--- config.mk ---
export PLATFORM = sky130hd
export DESIGN_NAME = instruction_fetch_unit_flat
export DESIGN_NICKNAME = d
export VERILOG_FILES = /design/src/rtl/instruction_fetch_unit_if.sv /design/src/rtl/instruction_fetch_unit.sv /design/src/flat_wrapper.sv
export SDC_FILE = /design/constraint.sdc
export NUM_CORES = 1
export LEC_CHECK = 0
export BUFFER_PORTS_ARGS = -buffer_cell sky130_fd_sc_hd__buf_2
export CAP_MARGIN = 20
export CORE_MARGIN = 4
export CORE_UTILIZATION = 56
export CTS_BUF_LIST = sky130_fd_sc_hd__clkbuf_8
export CTS_CLUSTER_SIZE = 30
export DETAILED_ROUTE_END_ITERATION = 16
export GPL_ROUTABILITY_DRIVEN = 0
export PLACE_DENSITY = 0.83
export RECOVER_POWER = 50
export SLEW_MARGIN = 20
export SYNTH_ARGS = -nofsm -noshare
export SYNTH_HDL_FRONTEND = slang
export SYNTH_SLANG_ARGS = --single-unit
--- constraint.sdc ---
create_clock -name clock -period 3.9 [get_ports clock]
set_clock_uncertainty 0.15 [all_clocks]
set_input_delay 0.195 -clock clock [delete_from_list [all_inputs] [get_ports clock]]
set_output_delay 0.195 -clock clock [all_outputs]
set_load 0.03 [all_outputs]
--- src/rtl/instruction_fetch_unit_if.sv ---
// Bus bundle between the fetch unit, the instruction cache and decode.
// The master side is the fetch unit; the slave side is its environment
// (cache, decode and the redirect source).
interface instruction_fetch_unit_if #(
    parameter int addr_width = 64,
    parameter int data_width = 32
);
    logic                  redirect_valid;
    logic [addr_width-1:0] redirect_pc;
    logic [addr_width-1:0] cache_address;
    logic                  cache_read_enable;
    logic [data_width-1:0] cache_read_data;
    logic                  cache_data_valid;
    logic                  fetch_valid;
    logic                  fetch_ready;
    logic [data_width-1:0] fetch_instruction;
    logic [addr_width-1:0] fetch_pc;

    modport master (
        input  redirect_valid, redirect_pc, cache_read_data, cache_data_valid, fetch_ready,
        output cache_address, cache_read_enable, fetch_valid, fetch_instruction, fetch_pc
    );

    modport slave (
        output redirect_valid, redirect_pc, cache_read_data, cache_data_valid, fetch_ready,
        input  cache_address, cache_read_enable, fetch_valid, fetch_instruction, fetch_pc
    );
endinterface

--- src/rtl/instruction_fetch_unit.sv ---
// Instruction fetch stage: owns the PC, issues one level-held read per
// instruction to the cache, and hands each instruction to decode through
// a single-entry valid/ready buffer. Redirects that arrive while a cache
// read is outstanding are parked until the cache answers, since the cache
// cannot abort a request.
module instruction_fetch_unit #(
    parameter int                   addr_width = 64,
    parameter int                   data_width = 32,
    parameter logic [addr_width-1:0] reset_pc  = '0,
    parameter int unsigned          pc_step    = 4
) (
    input logic                      clock,
    input logic                      reset,
    instruction_fetch_unit_if.master bus
);

    typedef enum logic [1:0] {
        IDLE  = 2'd0,
        FETCH = 2'd1,
        DRAIN = 2'd2,
        HOLD  = 2'd3
    } state_t;

    state_t                state_q, state_d;
    logic [addr_width-1:0] pc_q, pc_d;
    logic [addr_width-1:0] pending_pc_q, pending_pc_d;
    logic [data_width-1:0] instr_q, instr_d;
    logic [addr_width-1:0] fetch_pc_q, fetch_pc_d;
    logic [addr_width-1:0] redirect_target;

    // Instructions are word aligned, so the low two target bits are forced to 0.
    assign redirect_target = bus.redirect_pc & ~{{(addr_width-2){1'b0}}, 2'b11};

    // State, PC and output buffer registers; reset clears them asynchronously.
    always_ff @(posedge clock or negedge reset) begin
        if (!reset) begin
            state_q      <= IDLE;
            pc_q         <= reset_pc;
            pending_pc_q <= '0;
            instr_q      <= '0;
            fetch_pc_q   <= '0;
        end else begin
            state_q      <= state_d;
            pc_q         <= pc_d;
            pending_pc_q <= pending_pc_d;
            instr_q      <= instr_d;
            fetch_pc_q   <= fetch_pc_d;
        end
    end

    // Next-state logic: request sequencing, redirect handling and PC advance.
    always_comb begin
        state_d      = state_q;
        pc_d         = pc_q;
        pending_pc_d = pending_pc_q;
        instr_d      = instr_q;
        fetch_pc_d   = fetch_pc_q;
        unique case (state_q)
            IDLE: begin
                if (bus.redirect_valid) pc_d = redirect_target;
                state_d = FETCH;
            end
            FETCH: begin
                if (bus.redirect_valid && bus.cache_data_valid) begin
                    // Response belongs to the old path; re-issue at the target.
                    pc_d = redirect_target;
                end else if (bus.redirect_valid) begin
                    // Read still in flight: park the target until it returns.
                    pending_pc_d = redirect_target;
                    state_d      = DRAIN;
                end else if (bus.cache_data_valid) begin
                    instr_d    = bus.cache_read_data;
                    fetch_pc_d = pc_q;
                    state_d    = HOLD;
                end
            end
            DRAIN: begin
                if (bus.cache_data_valid) begin
                    pc_d    = bus.redirect_valid ? redirect_target : pending_pc_q;
                    state_d = FETCH;
                end else if (bus.redirect_valid) begin
                    pending_pc_d = redirect_target;
                end
            end
            HOLD: begin
                if (bus.redirect_valid) begin
                    // Held instruction is either consumed this cycle or dropped.
                    pc_d    = redirect_target;
                    state_d = FETCH;
                end else if (bus.fetch_ready) begin
                    pc_d    = pc_q + addr_width'(pc_step);
                    state_d = FETCH;
                end
            end
            default: state_d = IDLE;
        endcase
    end

    assign bus.cache_read_enable = (state_q == FETCH) || (state_q == DRAIN);
    assign bus.cache_address     = pc_q;
    assign bus.fetch_valid       = (state_q == HOLD);
    assign bus.fetch_instruction = instr_q;
    assign bus.fetch_pc          = fetch_pc_q;

endmodule
--- src/flat_wrapper.sv ---
// flat-port wrapper written by rule: the top's interface ports become plain ports
module instruction_fetch_unit_flat 
#(
    parameter int                   addr_width = 64,
    parameter int                   data_width = 32,
    parameter logic [addr_width-1:0] reset_pc  = '0,
    parameter int unsigned          pc_step    = 4
)
  (clock, reset, bus_redirect_valid, bus_redirect_pc, bus_cache_read_data, bus_cache_data_valid, bus_fetch_ready, bus_cache_address, bus_cache_read_enable, bus_fetch_valid, bus_fetch_instruction, bus_fetch_pc);
  instruction_fetch_unit_if #(.addr_width(addr_width), .data_width(data_width)) bus_i ();
  input logic clock;
  input logic reset;
  input wire logic [$bits(bus_i.redirect_valid)-1:0] bus_redirect_valid;
  input wire logic [$bits(bus_i.redirect_pc)-1:0] bus_redirect_pc;
  input wire logic [$bits(bus_i.cache_read_data)-1:0] bus_cache_read_data;
  input wire logic [$bits(bus_i.cache_data_valid)-1:0] bus_cache_data_valid;
  input wire logic [$bits(bus_i.fetch_ready)-1:0] bus_fetch_ready;
  output wire logic [$bits(bus_i.cache_address)-1:0] bus_cache_address;
  output wire logic [$bits(bus_i.cache_read_enable)-1:0] bus_cache_read_enable;
  output wire logic [$bits(bus_i.fetch_valid)-1:0] bus_fetch_valid;
  output wire logic [$bits(bus_i.fetch_instruction)-1:0] bus_fetch_instruction;
  output wire logic [$bits(bus_i.fetch_pc)-1:0] bus_fetch_pc;
  assign bus_i.redirect_valid = bus_redirect_valid;
  assign bus_i.redirect_pc = bus_redirect_pc;
  assign bus_i.cache_read_data = bus_cache_read_data;
  assign bus_i.cache_data_valid = bus_cache_data_valid;
  assign bus_i.fetch_ready = bus_fetch_ready;
  assign bus_cache_address = bus_i.cache_address;
  assign bus_cache_read_enable = bus_i.cache_read_enable;
  assign bus_fetch_valid = bus_i.fetch_valid;
  assign bus_fetch_instruction = bus_i.fetch_instruction;
  assign bus_fetch_pc = bus_i.fetch_pc;
  instruction_fetch_unit #(.addr_width(addr_width), .data_width(data_width), .reset_pc(reset_pc), .pc_step(pc_step)) u_core (.clock(clock), .reset(reset), .bus(bus_i));
endmodule
==> flow_metrics.tcl <==
set metrics [dict create \
    layout_common_cells "226 x dfrtp_1, 147 x mux2_2, 145 x clkbuf_1" \
    antenna_found_initial 0 \
    ys_seq_area_frac 0.524 \
    period_needed_ns 3.18 \
    reg2reg_depth 6 \
    grt_max_degree 129 \
    rsz0062_at_grt "no" \
    fin_nets 1431 \
    critical_path.max_fanout 10 \
    start_util 0.574 \
    cts_max_level 2 \
    postCtsSetupBuffers 0 \
    fp.dieH_um 147 \
    grt_first_pass_wirelength_um 52800 \
    fin_crit_sh 0.816 \
    cts_buffers 39 \
    vdd_drop_max_v 0.000599 \
    status "complete, but fails checks" \
    drtPass1Iterations 6 \
    wl_met2_um 15700 \
    rr_endpoint "u_core.bus.cache_address[44]$_DFFE_PN0P_" \
    yosysWarnings 0 \
    die_w_um 147 \
    cts_tree "built" \
    mappedNetlistArea_um2 10800 \
    drcViolationCount 0 \
    async_reset_ff_frac 1.00 \
    num_vias 9733 \
    clock-root-buffer "clkbuf_8" \
    routedWlPerCell_um 20.2 \
    hold_end "u_core.state_q[1]$_DFFE_PN0P_" \
    p_per_area_nw_per_um2 875 \
    cp-end-kind "flip-flop" \
    swShare 0.463 \
    grt_remaining_overflow 0 \
    p_comb_frac 0.451 \
    critPathRequiredTime_ns 4.15 \
    cap_viol_max_count 1 \
    power_switching_mw 5.62 \
    maxSlewViolCount 67 \
    synth_edf_count 0 \
    port_buffers 260 \
    critPathArrivalTime_ns 3.44 \
    tns_ns 0 \
    design.portCount 263 \
    synth.distinct_cells 63 \
    num_antenna_cells 0 \
    min_path_cells 6 \
    met1Wirelength_um 13200 \
    violations "capacitance limit, slew limit" \
    cp_slowest_cell "or4_1" \
    clk_pin_slew_ns 0.06 \
    regToRegStartpoint "u_core.bus.cache_address[12]$_DFFE_PN0P_" \
    drt-initial-drc-count 925 \
    hold_class "input pin to flip-flop" \
    routed-wl-met3_um 2810 \
    syn_nets 1083 \
    min-delay-start "bus_cache_data_valid" \
    worst_path_largest_cell_delay_ns 0.68 \
    core_area_um2 18800 \
    clock.fmax_mhz 314 \
    final_common_cell "dfrtp_1" \
    cpMostUsedCell "or4_1" \
    ys_ff_latch 226 \
    cts_sinks 226 \
    seqPwrFrac 0.379 \
    ant_nets 0 \
    dp_hpwl_um 21100 \
    p_int_mw 6.51 \
    track_usage 0.297 \
    die-area_um2 21600 \
    synth_cells 977 \
    crit_type "flip-flop to flip-flop" \
    place_inst 1447 \
    worst-r2r-setup-slack_ns 0.72 \
    clkPwrFrac 0.169 \
    syn_to_final_growth_pct 28.4 \
    layout.cells.non_filler 1608 \
    setup_violations 0 \
    synthFlopType "dfrtp_1" \
    crit_path_start_kind "flip-flop" \
    path_cells "nand4_2, or4_1, or4_1, or4_4, a21o_1, a22o_1" \
    timing_hold_violations_final 0 \
    slew_headroom -0.0794 \
    grt_pass1_vias 10000 \
    synth.avg_cell_area_um2 11.1 \
    clk_latency_ns 0.52 \
    dr.max_layer_used "met4" \
    tightest_slew_ns 1.62 \
    vias_per_cell 6.05 \
    finalWirelength_um 32500 \
    hold_ws_ns 0.0771 \
    leakage_nw 6.10 \
    clockBufferDepth 3 \
    rows 50 \
    drive_gt1_frac 0.265 \
]
[state kept, by name, indices dropped and copies added (netlist names)]
register                      flops
u_core.state_q                    2
u_core.bus.fetch_instruction     32
u_core.bus.cache_address         64
u_core.bus.fetch_pc              64
u_core.pending_pc_q              64
[timing repair]
| item | in CTS | in global routing |
|---|---|---|
| resized for setup | 0 | 0 |
| endpoints found under the hold margin | 282 | 0 |
| hold buffers | 97 | 0 |
[how the worst max path moves through the flow]
| stage | slack (ns) | endpoint | from |
|---|---|---|---|
| 2_1_floorplan | 0.79 | u_core.bus.cache_address[44]$_DFFE_PN0P_ | u_core.bus.cache_address[12]$_DFFE_PN0P_ |
| 3_5_place_dp | 0.76 | u_core.bus.cache_address[44]$_DFFE_PN0P_ | u_core.bus.cache_address[12]$_DFFE_PN0P_ |
| 6_report | 0.72 | u_core.bus.cache_address[44]$_DFFE_PN0P_ | u_core.bus.cache_address[12]$_DFFE_PN0P_ |
| 4_1_cts | 0.75 | u_core.bus.cache_address[44]$_DFFE_PN0P_ | u_core.bus.cache_address[12]$_DFFE_PN0P_ |
| 3_3_place_gp | 0.80 | u_core.bus.cache_address[44]$_DFFE_PN0P_ | u_core.bus.cache_address[12]$_DFFE_PN0P_ |
| 5_1_grt | 0.60 | u_core.bus.cache_address[63]$_DFFE_PN0P_ | u_core.bus.cache_address[12]$_DFFE_PN0P_ |
[layout make-up]
cell class | count | area [um2]
repair buffers | 378 | 2280
inverters | 17 | 63.8
clock inverters | 14 | 56.3
well taps | 260 | 325
clock buffers | 50 | 688
flip-flops and latches | 226 | 5660
fillers | 1358 | 4960
multi-input cells | 663 | 4800
[critical path, delay by kind of cell, from the launching register on]
kind,cells,cell delay [ns]
flops,1,0.50
simple gates,4,2.06
compound gates,2,0.36
[routing by layer]
metal,vias to the layer above,global-route usage
met3,85,0.0669
met1,4779,0.394
met5,-,0
met2,494,0.490
li1,4375,-
met4,0,0.0983
[synthesized netlist by cell type (all sizes together) (22+ instances only)]
cell type	n	share of area
dfrtp	226	0.52
mux2	147	0.15
o21ai	91	0.042
nand2	66	0.023
clkbuf	62	0.024
nor2	61	0.021
a22oi	27	0.019
a21oi	23	0.011
nand3	23	0.011
a22o	22	0.018
nand4	22	0.013
[logic make-up (layout without fill, tap and decap cells)]
logic type	Yosys count	in the layout	synth area share
XOR/XNOR	1	1	0.000811
AO/OA/AOI/OAI	251	251	0.158
adder cells (fa/ha/maj)	5	5	0.00579
AND/OR/NAND/NOR	256	256	0.120
flip-flops	226	226	0.524
multiplexers	150	150	0.156
buffers and inverters	88	459	0.0357
[metrics by stage]
step / utilization / instance area (um2) / total power [mW] / setup WS, ns
after floorplan: - / 10800 / 8.29 / 0.793
after global placement: 0.656 / 12300 / 9.88 / 0.798
after detailed placement: 0.656 / 12300 / 10.1 / 0.761
after CTS: 0.747 / 14100 / 12.3 / 0.749
after global routing: 0.736 / 13900 / 12.8 / 0.598
final: 0.736 / 13900 / 12.1 / 0.717
[power by group through the flow]
stage | Clock, mW | Sequential, mW | Combinational (mW)
after floorplan | 0 | 5.85 | 2.44
after global placement | 0 | 4.45 | 5.42
after detailed placement | 0 | 4.54 | 5.57
after CTS | 2.09 | 4.51 | 5.66
after global routing | 2.21 | 4.74 | 5.89
final | 2.05 | 4.60 | 5.48
Power figures use the tool's default switching activity.
